### src/rtl/wbuff_tap_load_seq.sv
// Weight-buffer tap loader: takes one load command, streams consecutive SRAM reads
// and pulses the one-hot tap capture enable one cycle after each read address.
module wbuff_tap_load_seq #(
  parameter int NB_TAPS      = 11,
  parameter int BUFFER_DEPTH = 72,
  parameter int ADDR_W       = 7,
  parameter int CNT_W        = 4
) (
  input  logic               clk,
  input  logic               rst_n,
  input  logic               cmd_valid,
  output logic               cmd_ready,
  input  logic [ADDR_W-1:0]  cmd_base_addr,
  input  logic [CNT_W-1:0]   cmd_n_taps,
  input  logic               cmd_clear,
  input  logic               pause,
  output logic               buf_rEn_n,
  output logic [ADDR_W-1:0]  buf_rAddr,
  output logic [NB_TAPS-1:0] weight_load_en,
  output logic               clear_all_wregs,
  output logic               busy,
  output logic               done,
  output logic               cmd_err
);

  typedef enum logic [1:0] {IDLE, CLEAR, ISSUE, DRAIN} state_t;

  state_t             state_q, state_d;
  logic [ADDR_W-1:0]  base_q, base_d;
  logic [ADDR_W-1:0]  addr_q, addr_d;
  logic [CNT_W-1:0]   n_q, n_d;
  logic [CNT_W-1:0]   k_q, k_d;
  logic               rEn_n_q, rEn_n_d;
  logic [NB_TAPS-1:0] ld_q, ld_d;
  logic               clr_q, clr_d;
  logic               busy_q, busy_d;
  logic               done_q, done_d;
  logic               err_q, err_d;

  logic               accept;
  logic               n_bad;
  logic [ADDR_W-1:0]  base_wrap;
  logic [ADDR_W-1:0]  addr_next;

  assign accept    = cmd_valid && (state_q == IDLE);
  assign n_bad     = (cmd_n_taps == '0) || (cmd_n_taps > CNT_W'(NB_TAPS));
  assign base_wrap = (cmd_base_addr >= ADDR_W'(BUFFER_DEPTH)) ?
                     cmd_base_addr - ADDR_W'(BUFFER_DEPTH) : cmd_base_addr;
  assign addr_next = (addr_q == ADDR_W'(BUFFER_DEPTH - 1)) ? '0 : addr_q + ADDR_W'(1);

  // Outputs are registered, so each state decides what the bank sees next cycle;
  // k_q counts reads already issued, so a presented read belongs to tap k_q-1.
  always_comb begin
    state_d = state_q;
    base_d  = base_q;
    n_d     = n_q;
    k_d     = k_q;
    addr_d  = addr_q;
    rEn_n_d = 1'b1;
    clr_d   = 1'b0;
    busy_d  = 1'b1;
    done_d  = 1'b0;
    err_d   = 1'b0;
    ld_d    = rEn_n_q ? '0 : (NB_TAPS'(1) << (k_q - CNT_W'(1)));
    case (state_q)
      IDLE: begin
        busy_d = accept;
        if (accept) begin
          base_d = base_wrap;
          n_d    = cmd_n_taps;
          if (n_bad) begin
            err_d  = 1'b1;
            done_d = 1'b1;
          end else if (cmd_clear) begin
            clr_d   = 1'b1;
            state_d = CLEAR;
          end else begin
            rEn_n_d = 1'b0;
            addr_d  = base_wrap;
            k_d     = CNT_W'(1);
            state_d = ISSUE;
          end
        end
      end
      CLEAR: begin
        rEn_n_d = 1'b0;
        addr_d  = base_q;
        k_d     = CNT_W'(1);
        state_d = ISSUE;
      end
      ISSUE: begin
        if (k_q == n_q) begin
          state_d = DRAIN;
        end else if (!pause) begin
          rEn_n_d = 1'b0;
          addr_d  = addr_next;
          k_d     = k_q + CNT_W'(1);
        end
      end
      DRAIN: begin
        done_d  = 1'b1;
        state_d = IDLE;
      end
      default: state_d = IDLE;
    endcase
  end

  always_ff @(posedge clk or negedge rst_n) begin
    if (!rst_n) begin
      state_q <= IDLE;
      base_q  <= '0;
      n_q     <= '0;
      k_q     <= '0;
      addr_q  <= '0;
      rEn_n_q <= 1'b1;
      ld_q    <= '0;
      clr_q   <= 1'b0;
      busy_q  <= 1'b0;
      done_q  <= 1'b0;
      err_q   <= 1'b0;
    end else begin
      state_q <= state_d;
      base_q  <= base_d;
      n_q     <= n_d;
      k_q     <= k_d;
      addr_q  <= addr_d;
      rEn_n_q <= rEn_n_d;
      ld_q    <= ld_d;
      clr_q   <= clr_d;
      busy_q  <= busy_d;
      done_q  <= done_d;
      err_q   <= err_d;
    end
  end

  assign cmd_ready       = (state_q == IDLE);
  assign buf_rEn_n       = rEn_n_q;
  assign buf_rAddr       = addr_q;
  assign weight_load_en  = ld_q;
  assign clear_all_wregs = clr_q;
  assign busy            = busy_q;
  assign done            = done_q;
  assign cmd_err         = err_q;

endmodule

### config.mk
export PLATFORM = sky130hd
export DESIGN_NAME = wbuff_tap_load_seq
export DESIGN_NICKNAME = d
export VERILOG_FILES = /design/src/rtl/wbuff_tap_load_seq.sv
export SDC_FILE = /design/constraint.sdc
export NUM_CORES = 1
export LEC_CHECK = 0
export ABC_AREA = 0
export CELL_PAD_IN_SITES_DETAIL_PLACEMENT = 0
export CELL_PAD_IN_SITES_GLOBAL_PLACEMENT = 2
export CORE_MARGIN = 3
export CORE_UTILIZATION = 32
export DETAILED_ROUTE_END_ITERATION = 7
export PLACE_DENSITY_LB_ADDON = 0.1
export SYNTH_ARGS = -nofsm -noshare
export SYNTH_HDL_FRONTEND = slang
export SYNTH_SLANG_ARGS = --single-unit
### constraint.sdc
create_clock -name clk -period 2.4 [get_ports clk]
set_input_delay 0.24 -clock clk [delete_from_list [all_inputs] [get_ports clk]]
set_output_delay 0.24 -clock clk [all_outputs]
set_load 0.005 [all_outputs]
Word-level counts from Yosys, hierarchy flattened

Cells that the tools add are included.
Widths: inputs -> output; s select.

Equal/unequal tests: 11
Reductions and logical operators: 8
Add/sub/neg operators: 4
Div/mod/pow operators: 0
Bitwise gates (word level): 0
Shift operators: 1
Multiplexer cells: 34
Magnitude comparators: 2
$mul: 0

Operators by type and width:

| cell                 | number |
|---|---|
| $mux 7               | 7 |
| $pmux 7 s3           | 1 |
| $mux 4               | 5 |
| $mux 1               | 12 |
| $pmux 4 s3           | 1 |
| $mux 11              | 1 |
| $shl 1x4->11 const A | 1 |
| $ne 2x2->1 const B   | 5 |
| $mux 2               | 4 |
| $pmux 2 s4           | 1 |
| $add 7x1->7 const B  | 1 |
| $eq 7x7->1 const B   | 1 |
| $ge 7x7->1 const B   | 1 |
| $sub 7x7->7 const B  | 1 |
| $reduce_and 6->1     | 1 |
| $add 4x1->4 const B  | 1 |
| $eq 2x2->1 const B   | 2 |
| $eq 4x4->1           | 1 |
| $gt 4x4->1 const B   | 1 |
| $logic_not 4->1      | 1 |
| $sub 4x1->4 const B  | 1 |
| $pmux 1 s3           | 1 |
| $reduce_and 3->1     | 1 |
| $reduce_bool 3->1    | 1 |
| other kinds (7)      | 7 |

Output and inout port bits: 24
RAM bits: 0
Memories kept: 0
Input port bits: 16
Flip-flop bits (word level): 40
Word-level logic and storage cells: 71
Latch bits: 0
ROM bits: 0

Longest topological paths before layout

Gate-level depths: netlist (run 1).

Word-level depth: 6
Depth in mapped cells: 8
Gate-level depth less buffers: 7

Worst setup path before layout (run 1)

OpenSTA, ideal clock, no wires.

Kind: register to register
Start point: reg state_q[0]
End point: reg k_q[0]
Library setup time: 0.125 ns
Cell stages (with the launch flop): 8
Arrival: 1.715 ns
Path slack: 0.560 ns
Clock period less this slack: 1.840 ns
Data required time: 2.275 ns
Buffers on the path: 2
Cell sequence: dfrtp_1 -> inv_1 -> ha_1 -> clkbuf_1 -> inv_1 -> o2111ai_2 -> buf_4 -> mux2_2

Longest elaborated chain between the ends: 4
Elaborated cells on any way between the ends: 12
Those cells by class: eq/ne: 7; mux: 1; reduce/logical: 4

RTL lines:

| element                           | line   | RTL |
|---|---|---|
| start: declaration                | 28     | `state_t state_q, state_d;` |
| start signal: assignment          | 122    | `state_q <= state_d;` |
| $logic_not 2->1                   | 45, 65 |  |
| $logic_and 1x1->1                 | 45     | `assign accept = cmd_valid && (state_q == IDLE);` |
| $ne 2x1->1 (no source line)       | -      |  |
| $reduce_and 6->1 (no source line) | -      |  |
| end signal: assignment            | 125    | `k_q <= k_d;` |
| end: declaration                  | 32     | `logic [CNT_W-1:0] k_q, k_d;` |

Parallel ways exist; a longest one is shown, timed or not.
A chain may end at the register's enable or synchronous reset.

Worst setup path after layout (run 1)

Start point: reg state_q[0]
End point: out cmd_ready

Longest elaborated chain between the ends: 1

RTL lines:

| element          | line | RTL |
|---|---|---|
| $logic_not 2->1  | 136  | `assign cmd_ready = (state_q == IDLE);` |
| end: declaration | 12   | `output logic cmd_ready,` |

No other way between the ends.

==> metrics.txt, run 1 <==
Horiz. Die Dim 88.03 um; DR WL/cell 14.69 um; Pre-Repair DR Iteration Count 4; CP Max Fanout 10; pin count of the biggest net entering global routing 41; Net Count, Synth 248; clock latency on the worst-skew pair 0.29 ns; Final nets 292; CP Capture Type primary output; fmax 497.7 MHz; Worst Setup Start Kind flip-flop; Final Skew 0.003985 ns; core area 0.006422 mm2; clk sinks 40; Placer Congestion 0.7609; Critical Path RT 2.16 ns; initial antenna violation count 0; port bufs 39; CTS buffer count 5; initial DRC count 81; Tcrit/Tclk final 0.8372; non-filler cells in the finished layout 341; routed via count 1719; setup violators final 0; Ys Warns 0; Placed Instances 333; full die area 0.007749 mm2; register bit count reported by yosys 40; commonest cells in the netlist dfrtp_1, nand2_1, nor2_1, ha_1, o21ai_0; Slew Viols, Final 0; hold crit path type in -> async; via density per instance 5.041; min cycle time layout 2.009 ns; first-pass GRT wire length 8445 um; post-DP HPWL 3659 um; Hold Buf Count CTS 0; gr ovfl total 0; I/O pins 40; Starting Density 0.3353; Max Cap Violations 0; CTS tree done; htree depth 2; Post-synth EDFFs 0; Synth top area share 0.4532; WS Path Type reg -> out; syn_area_per_cell 9.832 um2; Die Y 88.03 um; cts repair resizes 0; worst slew pin tran 0.9129 ns; final total power 3.297 mW; drt total wl 5009 um; share of layout cells above drive strength 1 0.1098; Worst-path clk slew 0.08 ns; top cells by area, synth dfrtp_1, ha_1, mux2_2, nand2_1, nor2_1; Hold Fails Final Rpt 0; CTS root buf clkbuf_8; deepest clock path buffer count 2; total track usage 0.1410; number of diodes 0; cell with the most instances after synthesis dfrtp_1; Area Growth Syn to Fin 26.96%; number of remaining DRC errors 0; vias in the first global route 1620; post-synthesis cell count 219; P_leak 1.179 nW; PwrDens 1206 mW/mm2; cell taking the most area after synthesis dfrtp_1; slew margin rel. 0.3914; Unique masters post-synth 49; main flop type after synthesis dfrtp_1; Seq/Total Area, Yosys 0.4654; row cnt 29; Final ANT Viol Nets 0; unrepaired setup endpoints after global routing no; Fin Setup TNS 0 ns; status complete, no violations; maximum VDD drop 0.4200 mV; CP arrival 1.77 ns; Synth Cell Area 0.002153 mm2; setup bufs post-CTS 0; final core occ 0.4257; asr flop ratio synth 1.000
## stage by stage
stage | worst slack, ns | instance area [um2] | hold WS [ns]
2_1_floorplan | 0.5605 | 2153 | -0.05559
3_3_place_gp | 0.3223 | 2644 | 0.4332
3_5_place_dp | 0.3052 | 2644 | 0.4367
4_1_cts | 0.3477 | 2734 | 0.1136
5_1_grt | 0.2019 | 2734 | 0.1548
6_report | 0.3908 | 2734 | 0.08135
## routing by layer
metal / vias to the layer above / track usage / share of wire
li1: 857 / - / -
met1: 807 / 0.2002 / 0.49
met2: 50 / 0.2171 / 0.45
met3: 5 / 0.03198 / 0.049
met4: 0 / 0.03709 / 0.010
met5: - / 0 / 0
## worst paths after layout
path	endpoint	depth (start not counted)	slack [ns]	from
worst max register to register	buf_rAddr[2]	7	0.48	state_q[0]
worst max-delay path	cmd_ready	3	0.39	state_q[0]
worst min-delay path	weight_load_en[9]	1	0.08	rst_n
max in group asynchronous	base_q[3]	1	1.75	rst_n
min in group clk	base_q[6]	2	0.48	base_q[6]
worst min register to register	base_q[6]	2	0.48	base_q[6]
## state kept, by name (all words and copies together), names as in the netlist
signal and cells:
buf_rEn_n 1, weight_load_en 11, n_q 4, state_q 2, buf_rAddr 7, cmd_err 1
base_q 7, busy 1, k_q 4, done 1, clear_all_wregs 1
## worst max-delay path: stages (launching register included)
cell	delay [ns]
dfrtp_1	0.42
inv_1	0.09
ha_1	0.38
clkdlybuf4s50_1	0.58
## placed cells by master (no fill, tap or decap), types with 5 or more instances in the layout
| cell type | count |
|---|---|
| a21oi_1 | 12 |
| buf_4 | 7 |
| clkbuf_8 | 6 |
| clkdlybuf4s50_1 | 38 |
| dfrtp_1 | 39 |
| ha_1 | 13 |
| inv_1 | 12 |
| mux2_2 | 9 |
| nand2_1 | 24 |
| nand2b_1 | 11 |
| nor2_1 | 21 |
| o21ai_0 | 13 |
| xnor2_1 | 5 |
## where the power goes
part	switching [mW]	internal [mW]
clock	0.231	0.235
combinational	0.835	0.823
sequential	0.248	0.926
## cell families after synthesis
group | share of synthesized area
AO/OA/AOI/OAI | 0.1749
XOR/XNOR | 0.02034
adder cells (fa/ha/maj) | 0.07554
buffers and inverters | 0.04125
flip-flops | 0.4654
multiplexers | 0.05172
AND/OR/NAND/NOR | 0.1708
## final cells by class
cell class                      count  area (um2)
Sequential cell                    40        1002
Fill cell                         622        3689
Tap cell                           77       96.34
Inverter                           12       45.04
Multi-Input combinational cell    158        1062
Clock buffer                        8       90.09
Timing Repair Buffer               46       437.9
(Power assumes the default switching activity.)
==> run 2, diff against run 1 <==
clock period = 2.1 ns   (was 2.4 ns; I/O delays follow)
==> run 2 against run 1 <==
Clock-buffer cell count is the same. Sequential power grew 10%. Worst setup slack lost 0.23 ns. Critical path depth grew 1. Flip-flop and latch count is the same. Sequential share of layout area shrank 1.2 points. Die area is the same. Final area grew 3.5%. Via count grew 1.8%. Core utilization grew 1.5 points. Combinational power grew 23%. Clock power grew 15%.
==> metrics.txt, run 2 (synthesized netlist as in run 1, its figures left out) <==
initial antenna violation count 0 (unchanged); share of layout cells above drive strength 1 0.1486 (was 0.1098); unrepaired setup endpoints after global routing no (unchanged); deepest clock path buffer count 2 (unchanged); CTS buffer count 5 (unchanged); I/O pins 40 (unchanged); Hold Fails Final Rpt 0 (unchanged); CTS root buf clkbuf_8 (unchanged); CP arrival 1.73 ns (was 1.77 ns); Die Y 88.03 um (unchanged); CP max stage delay 0.50 ns (was 0.58 ns); setup violators final 0 (unchanged); CP max-delay cell clkdlybuf4s50_1 (unchanged); CP Max Fanout 6 (was 10); initial DRC count 69 (was 81); slew margin rel. 0.7479 (was 0.3914); Worst Setup Start Kind flip-flop (unchanged); Horiz. Die Dim 88.03 um (unchanged); vias in the first global route 1698 (was 1620); number of remaining DRC errors 0 (unchanged); gr ovfl total 0 (unchanged); setup bufs post-CTS 0 (unchanged); status complete, no violations (unchanged); clock latency on the worst-skew pair 0.29 ns (about the same); most frequent cells in the layout dfrtp_1, clkdlybuf4s50_1, nand2_1, nor2_1, buf_4 (was dfrtp_1, clkdlybuf4s50_1, nand2_1, nor2_1); drt total wl 5083 um (was 5009 um); maximum VDD drop 0.6452 mV (was 0.4200 mV); Pre-Repair DR Iteration Count 5 (was 4); Fin Setup TNS 0 ns (unchanged); htree depth 2 (unchanged); clk sinks 40 (unchanged); min cycle time layout 1.937 ns; Placer Congestion 0.7571 (was 0.7609); Max Cap Violations 0 (unchanged); CP Capture Type primary output (unchanged); full die area 0.007749 mm2 (unchanged); port bufs 39 (unchanged); commonest non-fill, non-tap cell in the layout dfrtp_1 (unchanged); first-pass GRT wire length 8424 um (was 8445 um); CTS tree done (unchanged); post-DP HPWL 3910 um (was 3659 um); Largest register FFs 11 (unchanged); worst path bufs/invs 3 (was 2); routed via count 1750 (was 1719); Final ANT Viol Nets 0 (unchanged); worst slew pin tran 0.3781 ns (was 0.9129 ns); core area 0.006422 mm2 (unchanged); P_leak 1.238 nW (was 1.179 nW); Worst-path clk slew 0.08 ns (about the same); number of diodes 0 (unchanged); Final Skew 0.003979 ns (was 0.003985 ns); pin count of the biggest net entering global routing 17 (was 41); non-filler cells in the finished layout 353 (was 341); Tcrit/Tclk final 0.9226; critical-path cell list inv_1, ha_2, buf_4, clkdlybuf4s50_1 (was inv_1, ha_1, clkdlybuf4s50_1); via density per instance 4.958 (was 5.041); WS Path Type reg -> out (unchanged); hold crit path type in -> async (unchanged); Final nets 304 (was 292); total track usage 0.1422 (was 0.1410); Starting Density 0.3353 (unchanged); Slew Viols, Final 0 (unchanged); row cnt 29 (unchanged); Critical Path RT 1.89 ns (was 2.16 ns); CP top delay family buffers and inverters (unchanged); PwrDens 1367 mW/mm2 (was 1206 mW/mm2); Area Growth Syn to Fin 31.38% (was 26.96%); DR WL/cell 14.40 um (was 14.69 um); Hold Slack 0.3542 ns (was 0.08135 ns); fmax 516.1 MHz; Placed Instances 344 (was 333)
run 2: metal layers:
layer / GRT usage / vias up / wire length [um]
met5: 0 / - / 0
met4: 0.03846 / 0 / 62
met3: 0.03198 / 5 / 210
met2: 0.2274 / 47 / 2264
met1: 0.1944 / 813 / 2545
li1: - / 885 / -
run 2: through the flow:
stage | setup WS (ns) | area (um2) | power (mW) | util
2_1_floorplan | 0.2605 | 2153 | 2.533 | -
3_3_place_gp | 0.1365 | 2726 | 3.354 | 0.4245
3_5_place_dp | 0.08888 | 2726 | 3.342 | 0.4245
4_1_cts | 0.09326 | 2826 | 3.898 | 0.4401
5_1_grt | 0.07651 | 2829 | 4.232 | 0.4405
6_report | 0.1626 | 2829 | 3.868 | 0.4405
run 2: path summary, 6_finish.rpt:
check / start / cells past startpoint / end / slack, ns
setup / recovery: state_q[0] / 4 / cmd_ready / 0.16
hold / removal: rst_n / 2 / weight_load_en[6] / 0.35
setup reg to reg: state_q[0] / 7 / buf_rAddr[3] / 0.24
hold reg to reg: base_q[6] / 2 / base_q[6] / 0.48
max in group asynchronous: rst_n / 3 / buf_rAddr[6] / 1.21
min in group clk: base_q[6] / 2 / base_q[6] / 0.48
run 2: timing repair:
item | in CTS | in global routing
gates resized for setup | 0 | 1
endpoints found under the hold margin | 11 | 0
hold buffers | 1 | 0
endpoints found under the setup margin | 0 | 1
run 2: cell type report:
| cell class | count | area [um2] |
|---|---|---|
| inverter | 12 | 45.04 |
| fill | 632 | 3593 |
| timing repair buffer | 58 | 530.5 |
| tap | 77 | 96.34 |
| multi-input combinational | 158 | 1065 |
| clock buffer | 8 | 90.09 |
| sequential | 40 | 1002 |
run 2: worst reg2reg max path, delay by kind of cell, from the launching register on:
kind / cells / cell delay [ns]
flip-flops: 1 / 0.43
AO/OA/AOI/OAI: 3 / 0.59
buffers and inverters: 3 / 0.46
adder cells (fa/ha/maj): 1 / 0.27
run 2: report_power, final:
part           internal (mW)  switching [mW]  leakage, nW  total, mW
Combinational           1.03            1.02        0.683       2.05
Sequential              1.06           0.227        0.509       1.29
Clock                  0.268           0.266       0.0455      0.534
==> run 3, diff against run 2 <==
CORE_UTILIZATION = 35   (was 32)
clock period = 2.31 ns   (was 2.1 ns; I/O delays follow)
==> run 3 against run 2 <==
Clock skew increased by 0.0026 ns. Highest routed layer unchanged. Core utilization increased by 4.0 points. Largest power group unchanged. Via count decreased by 3.3%. Wire length decreased by 8.8%. Clock-buffer cell count decreased by 3. Total power decreased by 8.9%. First-iteration DRC count increased by 30%. Flip-flop and latch count unchanged. Largest cell class unchanged. Critical path depth decreased by 1. Global-route usage about the same. Final area decreased by 2.5%. Critical endpoint unchanged.
==> metrics.txt, run 3 (synthesized netlist as in run 1, its figures left out) <==
Area Growth Syn to Fin 28.06% (was 31.38%); core area 0.005743 mm2 (was 0.006422 mm2); WS Path Type reg -> out (unchanged); Die Y 84.44 um (was 88.03 um); slew margin rel. 0.4000 (was 0.7479); Hold Buf Count CTS 0 (was 1); CP top delay family buffers and inverters (unchanged); routed via count 1692 (was 1750); sequential power share 0.343 (was 0.332); gr ovfl total 0 (unchanged); CP Max Fanout 10 (was 6); fmax 502.2 MHz; Final ANT Viol Nets 0 (unchanged); number of diodes 0 (unchanged); post-DP HPWL 3524 um (was 3910 um); Pre-Repair DR Iteration Count 4 (was 5); via density per instance 5.051 (was 4.958); Horiz. Die Dim 84.44 um (was 88.03 um); hold crit path type in -> async (unchanged); Max Cap Violations 0 (unchanged); clock latency on the worst-skew pair 0.29 ns (about the same); status complete, no violations (unchanged); initial antenna violation count 0 (unchanged); CP max-delay cell clkdlybuf4s50_1 (unchanged); cts repair resizes 0 (unchanged); min cycle time layout 1.991 ns; Worst-path clk slew 0.08 ns (about the same); drt total wl 4634 um (was 5083 um); initial DRC count 90 (was 69); Int Power 2.163 mW (was 2.355 mW); Final nets 291 (was 304); clock network power share 0.163 (was 0.138); R2R setup slack 0.40 ns (was 0.24 ns); full die area 0.007129 mm2 (was 0.007749 mm2); Placer Congestion 0.7944 (was 0.7571); PwrDens 1277 mW/mm2 (was 1367 mW/mm2); setup violators final 0 (unchanged); critical-path cell list inv_1, ha_1, clkdlybuf4s50_1 (was inv_1, ha_2, buf_4, clkdlybuf4s50_1); number of remaining DRC errors 0 (unchanged); commonest non-fill, non-tap cell in the layout dfrtp_1 (unchanged); Comb pwr share 0.493 (was 0.529); vias in the first global route 1653 (was 1698); worst slew pin tran 0.9000 ns (was 0.3781 ns); Sw Share 0.3860 (was 0.3911); pin count of the biggest net entering global routing 41 (was 17); CTS root buf clkbuf_8 (unchanged); clk sinks 40 (unchanged); setup bufs post-CTS 0 (unchanged); Largest register FFs 11 (unchanged); deepest clock path buffer count 2 (unchanged); maximum VDD drop 0.6077 mV (was 0.6452 mV); unrepaired setup endpoints after global routing no (unchanged); share of layout cells above drive strength 1 0.1141 (was 0.1486); worst path bufs/invs 2 (was 3); final total power 3.522 mW (was 3.868 mW); Final Skew 0.006561 ns (was 0.003979 ns); Starting Density 0.3749 (was 0.3353); port bufs 39 (unchanged); row cnt 27 (was 29); P_leak 1.189 nW (was 1.238 nW); Critical Path RT 2.08 ns (was 1.89 ns); Switch Pwr 1.360 mW (was 1.513 mW); Hold Fails Final Rpt 0 (unchanged); most frequent cells in the layout dfrtp_1, clkdlybuf4s50_1, nand2_1, nor2_1 (was dfrtp_1, clkdlybuf4s50_1, nand2_1, nor2_1, buf_4); CTS tree done (unchanged); CTS buffer count 5 (unchanged); Slew Viols, Final 0 (unchanged); total track usage 0.1427 (was 0.1422); htree depth 2 (unchanged); Worst Setup Start Kind flip-flop (unchanged); DR WL/cell 13.83 um (was 14.40 um); Tcrit/Tclk final 0.8620; CP arrival 1.76 ns (was 1.73 ns); I/O pins 40 (unchanged); first-pass GRT wire length 8135 um (was 8424 um); Fin Setup TNS 0 ns (unchanged); CP Capture Type primary output (unchanged); CP max stage delay 0.58 ns (was 0.50 ns)
[run 3: cell count changes in the layout (fill, tap and decap cells not counted), sizes merged]
| cell | before | now |
|---|---|---|
| dlygate4sd3 | 1 | 0 |
| clkinvlp | 0 | 1 |
| clkbuf | 8 | 5 |
| bufinv | 0 | 1 |
| inv | 12 | 13 |
| buf | 19 | 7 |
[run 3: layout make-up]
type                            instances  area [um2]
Clock inverter                          3       46.29
Multi-Input combinational cell        158        1062
Timing Repair Buffer                   45       442.9
Clock buffer                            5       68.82
Fill cell                             577        2985
Tap cell                               72       90.09
Sequential cell                        40        1002
Inverter                               12       45.04
[run 3: worst paths after layout]
| check | cells past startpoint | to | start |
|---|---|---|---|
| worst max-delay path | 3 | cmd_ready | state_q[0] |
| worst min-delay path | 1 | weight_load_en[4] | rst_n |
| worst max register to register | 7 | buf_rAddr[2] | state_q[0] |
| worst min register to register | 2 | base_q[6] | base_q[6] |
| max in group asynchronous | 1 | base_q[3] | rst_n |
| min in group clk | 2 | base_q[6] | base_q[6] |
[run 3: worst reg2reg max path: stages (launching register included)]
cell	delay, ns
dfrtp_1	0.40
inv_1	0.08
ha_1	0.33
a21oi_1	0.25
o2111ai_2	0.24
buf_12	0.23
o21ai_0	0.16
o21ai_0	0.11
[run 3: layer usage]
layer  vias up  GRT usage  wire [um]
li1        856          -          -
met1       790     0.2095       2382
met2        40     0.2066       1973
met3         6    0.03827        222
met4         0    0.04029         56
met5         -          0          0
[run 3: per-stage QoR]
stage	cells	hold WS, ns	utilization	cell area (um2)	worst slack, ns
6_report	335	0.06536	0.4802	2758	0.3188
4_1_cts	335	0.08654	0.4802	2758	0.3026
3_3_place_gp	327	0.4120	0.4601	2643	0.2765
5_1_grt	335	0.1284	0.4802	2758	0.1811
3_5_place_dp	327	0.4138	0.4601	2643	0.3010
2_1_floorplan	219	-0.06459	-	2153	0.4705
[run 3: power groups by stage]
stage	combinational [mW]	sequential [mW]	clock [mW]
2_1_floorplan	1.16	1.14	0
3_3_place_gp	1.75	1.23	0
3_5_place_dp	1.76	1.23	0
4_1_cts	1.76	1.21	0.604
5_1_grt	1.97	1.27	0.639
6_report	1.74	1.21	0.575
